$ cat src/rtl/rvh_l1d_ptw_req_arb.sv
// PTW request front-end for the L1D load pipe: issues one walk at a time and re-issues
// replays from the replay buffer. It also tracks timeouts, replay counts and protocol errors.
module rvh_l1d_ptw_req_arb #(
  parameter int TIMEOUT_CYCLES   = 1024,
  parameter int REPLAY_CNT_WIDTH = 4,
  parameter int PTW_ID_WIDTH     = 4,
  parameter int PADDR_WIDTH      = 56
) (
  input  logic                        clk,
  input  logic                        rst,
  input  logic                        ptw_req_vld_i,
  input  logic [PTW_ID_WIDTH-1:0]     ptw_req_id_i,
  input  logic [PADDR_WIDTH-1:0]      ptw_req_paddr_i,
  output logic                        ptw_req_rdy_o,
  output logic                        alloc_vld_o,
  output logic [PTW_ID_WIDTH-1:0]     alloc_id_o,
  output logic [PADDR_WIDTH-1:0]      alloc_paddr_o,
  input  logic                        replay_vld_i,
  input  logic [PTW_ID_WIDTH-1:0]     replay_id_i,
  input  logic [PADDR_WIDTH-1:0]      replay_paddr_i,
  output logic                        replay_rdy_o,
  output logic                        l1d_req_vld_o,
  output logic [PTW_ID_WIDTH-1:0]     l1d_req_id_o,
  output logic [PADDR_WIDTH-1:0]      l1d_req_paddr_o,
  output logic                        l1d_req_is_replay_o,
  input  logic                        l1d_req_rdy_i,
  input  logic                        ptw_walk_resp_vld_i,
  input  logic                        ptw_walk_resp_rdy_i,
  output logic                        timeout_o,
  output logic                        protocol_err_o,
  output logic [REPLAY_CNT_WIDTH-1:0] replay_cnt_o
);

  localparam int TCNT_W = $clog2(TIMEOUT_CYCLES + 1);

  typedef enum logic [1:0] {IDLE, ISSUE, WAIT} state_e;

  state_e                      state;
  logic [PTW_ID_WIDTH-1:0]     issue_id;
  logic [PTW_ID_WIDTH-1:0]     walk_id;
  logic [PADDR_WIDTH-1:0]      issue_paddr;
  logic                        issue_is_replay;
  logic [TCNT_W-1:0]           tcnt;
  logic [REPLAY_CNT_WIDTH-1:0] replay_cnt;
  logic                        protocol_err;

  logic resp_hs, req_hs, l1d_hs, rpl_hs, err_set;

  assign ptw_req_rdy_o = (state == IDLE);
  // A completing response wins over a simultaneous replay, so the replay is refused.
  assign replay_rdy_o  = (state == WAIT) & ~resp_hs;
  assign l1d_req_vld_o = (state == ISSUE);

  assign resp_hs = ptw_walk_resp_vld_i & ptw_walk_resp_rdy_i;
  assign req_hs  = ptw_req_vld_i & ptw_req_rdy_o;
  assign l1d_hs  = l1d_req_vld_o & l1d_req_rdy_i;
  assign rpl_hs  = replay_vld_i & replay_rdy_o;

  assign alloc_vld_o   = req_hs;
  assign alloc_id_o    = ptw_req_id_i;
  assign alloc_paddr_o = ptw_req_paddr_i;

  assign l1d_req_id_o        = issue_id;
  assign l1d_req_paddr_o     = issue_paddr;
  assign l1d_req_is_replay_o = issue_is_replay;

  assign timeout_o      = (state == WAIT) && (tcnt == TCNT_W'(TIMEOUT_CYCLES));
  assign protocol_err_o = protocol_err;
  assign replay_cnt_o   = replay_cnt;

  assign err_set = (resp_hs && (state != WAIT))
                 | (rpl_hs && (replay_id_i != walk_id))
                 | (replay_vld_i && (state == IDLE));

  always_ff @(posedge clk or negedge rst) begin
    if (!rst) begin
      state           <= IDLE;
      issue_id        <= '0;
      walk_id         <= '0;
      issue_paddr     <= '0;
      issue_is_replay <= 1'b0;
      tcnt            <= '0;
      replay_cnt      <= '0;
      protocol_err    <= 1'b0;
    end else begin
      case (state)
        IDLE: begin
          if (req_hs) begin
            issue_id        <= ptw_req_id_i;
            walk_id         <= ptw_req_id_i;
            issue_paddr     <= ptw_req_paddr_i;
            issue_is_replay <= 1'b0;
            replay_cnt      <= '0;
            state           <= ISSUE;
          end
        end
        ISSUE: begin
          if (l1d_hs) state <= WAIT;
        end
        WAIT: begin
          if (resp_hs) begin
            state <= IDLE;
          end else if (rpl_hs) begin
            issue_id        <= replay_id_i;
            issue_paddr     <= replay_paddr_i;
            issue_is_replay <= 1'b1;
            if (replay_cnt != '1) replay_cnt <= replay_cnt + 1'b1;
            state           <= ISSUE;
          end
        end
        default: state <= IDLE;
      endcase

      // Counter only runs in WAIT; any visit to ISSUE restarts it from zero.
      if (state != WAIT) tcnt <= '0;
      else if (tcnt != TCNT_W'(TIMEOUT_CYCLES)) tcnt <= tcnt + 1'b1;

      protocol_err <= protocol_err | err_set;
    end
  end

endmodule

$ cat config.mk
export PLATFORM = sky130hd
export DESIGN_NAME = rvh_l1d_ptw_req_arb
export DESIGN_NICKNAME = d
export VERILOG_FILES = /design/src/rtl/rvh_l1d_ptw_req_arb.sv
export SDC_FILE = /design/constraint.sdc
export NUM_CORES = 1
export LEC_CHECK = 0
export BUFFER_PORTS_ARGS = -buffer_cell sky130_fd_sc_hd__buf_2
export CORE_MARGIN = 8
export CORE_UTILIZATION = 25
export DETAILED_ROUTE_END_ITERATION = 8
export SLEW_MARGIN = 20
export SYNTH_ARGS = -nofsm -noshare
export SYNTH_HDL_FRONTEND = slang
export SYNTH_SLANG_ARGS = --single-unit
$ cat constraint.sdc
create_clock -name clk -period 3 [get_ports clk]
set_input_delay 0.45 -clock clk [delete_from_list [all_inputs] [get_ports clk]]
set_output_delay 0.45 -clock clk [all_outputs]
set_load 0.005 [all_outputs]
==> impl_metrics.ini <==
[clock_network]
root_buffer = clkbuf_16
cts_sinks = 83
htree_levels = 3
cts_resized = 0
cts_tree = done
insertion_delay_ns = 0.34
clock_path_buffers = 2
cts_setup_buffers = 0
hold_buffers = 0
cts.clk_slew.worst_paths_ns = 0.06
cts_buffers = 9

[placed_design]
dp_hpwl_um = 11100
portBuffers = 257
routabilityCongestion = 0.905

[job]
maxCapViolations = 0

[yosys]
synth_edf_count = 0
synth_area_leaders = dfrtp_1, nand2_1, mux2_2, buf_4, mux2_4
seq_area_frac_synth_pct = 44.1
avgSynthCellArea_um2 = 9.48
synth_area_um2 = 4710
postSynth.asyncResetShare_pct = 100
synth_seq_cells = 83
yosysWarnings = 0
synth_cell_type_count = 35
synth_largest_area_cell = dfrtp_1
syn_inst = 497
syn_nets = 627
synth_top_cell_area_share_pct = 44.1
synth_ff_type = dfrtp_1

[status]
status = finished clean

[grt]
grt_pass1_vias = 4122
grt_max_degree = 48
grt_pass1_wl_um = 22100
grt_antenna_before_repair = 0
track_usage_pct = 11.8
grt_overflow = 0

[detailed_routing]
avgRoutedWirePerCell_um = 15.1
dr.pass1.iters = 5
drtIter0Drc = 84
vias_per_cell = 4.21
drc = 0
vias = 3904
ant_nets = 0
wl_um = 14000

[setup_path]
crit_path_max_incr_delay_ns = 0.54
cpLargestDelayFamily = flip-flops
crit_chain = nand2b_2 > a21oi_1 > buf_2
path_max_fanout = 12
path_class = reg -> out
cp.buffers_inverters = 1
cpMaxStageDelayCell = dfrtp_1
cp-end-kind = primary output
crit_arrival_ns = 1.80
crit_path_start_kind = register
critPathRequiredTime_ns = 2.55

[cells_and_area]
syn2layout_area_growth_pct = 27.9
antenna_cells = 0
drive_above_1_share_pct = 50.2
final_util_pct = 32.4
final_cell_mix = buf_2, nand2_1, dfrtp_1
num-nets-final = 819
final_common_cell = buf_2

[timing]
fin_crit_ns = 2.25
period_share_pct = 75.1
rsz0062_at_grt = false
worst_pin_slew_ns = 0.513
maxSlewViolCount = 0
hold_viol = 0
setup_viol = 0
skew_ns = 0.00888
setup_tns_ns = 0
whs_ns = 0.0793
maxSlewHeadroom_pct = 65.8
max_freq_mhz = 444

[floorplan]
fp.coreArea_um2 = 18600
die_x_um = 153
initial_utilization_pct = 25.3
io_pins = 258
die_h_um = 153
die_area_um2 = 23500
row_count = 50

[pwr]
vdd_drop_max_uv = 336
leakagePower_uw = 0.00321
power.density_nw_per_um2 = 854

[worst_hold_path]
hp-class = in -> async
-- stage by stage --
stage	total power, uW	worst slack [ns]	cells	instance area [um2]
2_1_floorplan	3350	1.35	497	4710
5_1_grt	5570	0.618	927	6020
6_report	5140	0.748	927	6020
4_1_cts	5280	0.713	927	6020
3_5_place_dp	4210	1.06	912	5750
3_3_place_gp	4160	1.10	912	5750
-- cells in the mapped netlist (2+ instances only) --
cell type,n
nand2_1,185
dfrtp_1,83
buf_4,61
mux2_2,49
mux2_4,15
buf_2,13
nor2_1,13
xor2_1,12
o21ai_0,8
nand3_1,7
buf_6,6
inv_1,6
a21oi_1,5
nand4_1,4
and3_1,3
ha_1,3
clkbuf_1,2
nand2b_1,2
nor2b_1,2
nor3_1,2
nor4_1,2
-- cell type report --
cell class / instances / area (um2)
multi-input cells: 325 / 2010
clock buffers: 11 / 243
inverters: 6 / 22.5
repair buffers: 264 / 1350
clock inverters: 4 / 27.5
flip-flops and latches: 83 / 2080
fillers: 1960 / 12600
well taps: 234 / 293
-- flip-flops by register name, summed over array words and instances (netlist names) --
name and flops:
l1d_req_paddr_o 56, tcnt 11, l1d_req_id_o 4, replay_cnt_o 4, walk_id 4, state 2, l1d_req_is_replay_o 1, protocol_err_o 1
-- per-layer routing --
layer,GRT usage [%],vias up,wire length [um]
met5,0,-,0
met4,5.23,0,350
met3,5.61,22,1410
met2,19.1,192,6620
met1,13.1,1769,5670
li1,-,1921,-
-- report_power, final --
group / switching [uW] / internal, uW / total [uW]
Clock: 442 / 577 / 1020
Sequential: 288 / 1600 / 1890
Combinational: 1050 / 1180 / 2230
-- worst register-to-register path, cell delays in order, from the launching register on --
cell and delay [ns]:
dfrtp_1 0.54, nand2b_2 0.42, buf_4 0.35, nand2_1 0.14, nand2_1 0.07, mux2_2 0.26
-- worst paths after layout --
check / endpoint / cells past startpoint / slack (ns) / start
worst max-delay path: replay_rdy_o / 3 / 0.75 / state[0]
worst min-delay path: l1d_req_paddr_o[54] / 1 / 0.08 / rst
worst max register to register: l1d_req_paddr_o[25] / 5 / 1.11 / state[0]
worst min register to register: l1d_req_paddr_o[30] / 1 / 0.50 / l1d_req_paddr_o[30]
max in group asynchronous: l1d_req_paddr_o[22] / 2 / 2.28 / rst
min in group clk: walk_id[1] / 2 / 0.38 / ptw_req_id_i[1]
-- kinds of logic (layout without fill, tap and decap cells) --
group           Yosys count  in the layout  share of synthesized area (%)
simple gates            227            227                           20.1
fa+ha+maj                 3              3                          0.797
buf+inv                  89            285                           13.5
mux                      65             65                           16.7
flops                    83             83                           44.1
xor+xnor                 13             13                           2.42
compound gates           17             17                           2.36
(Power assumes the default switching activity.)
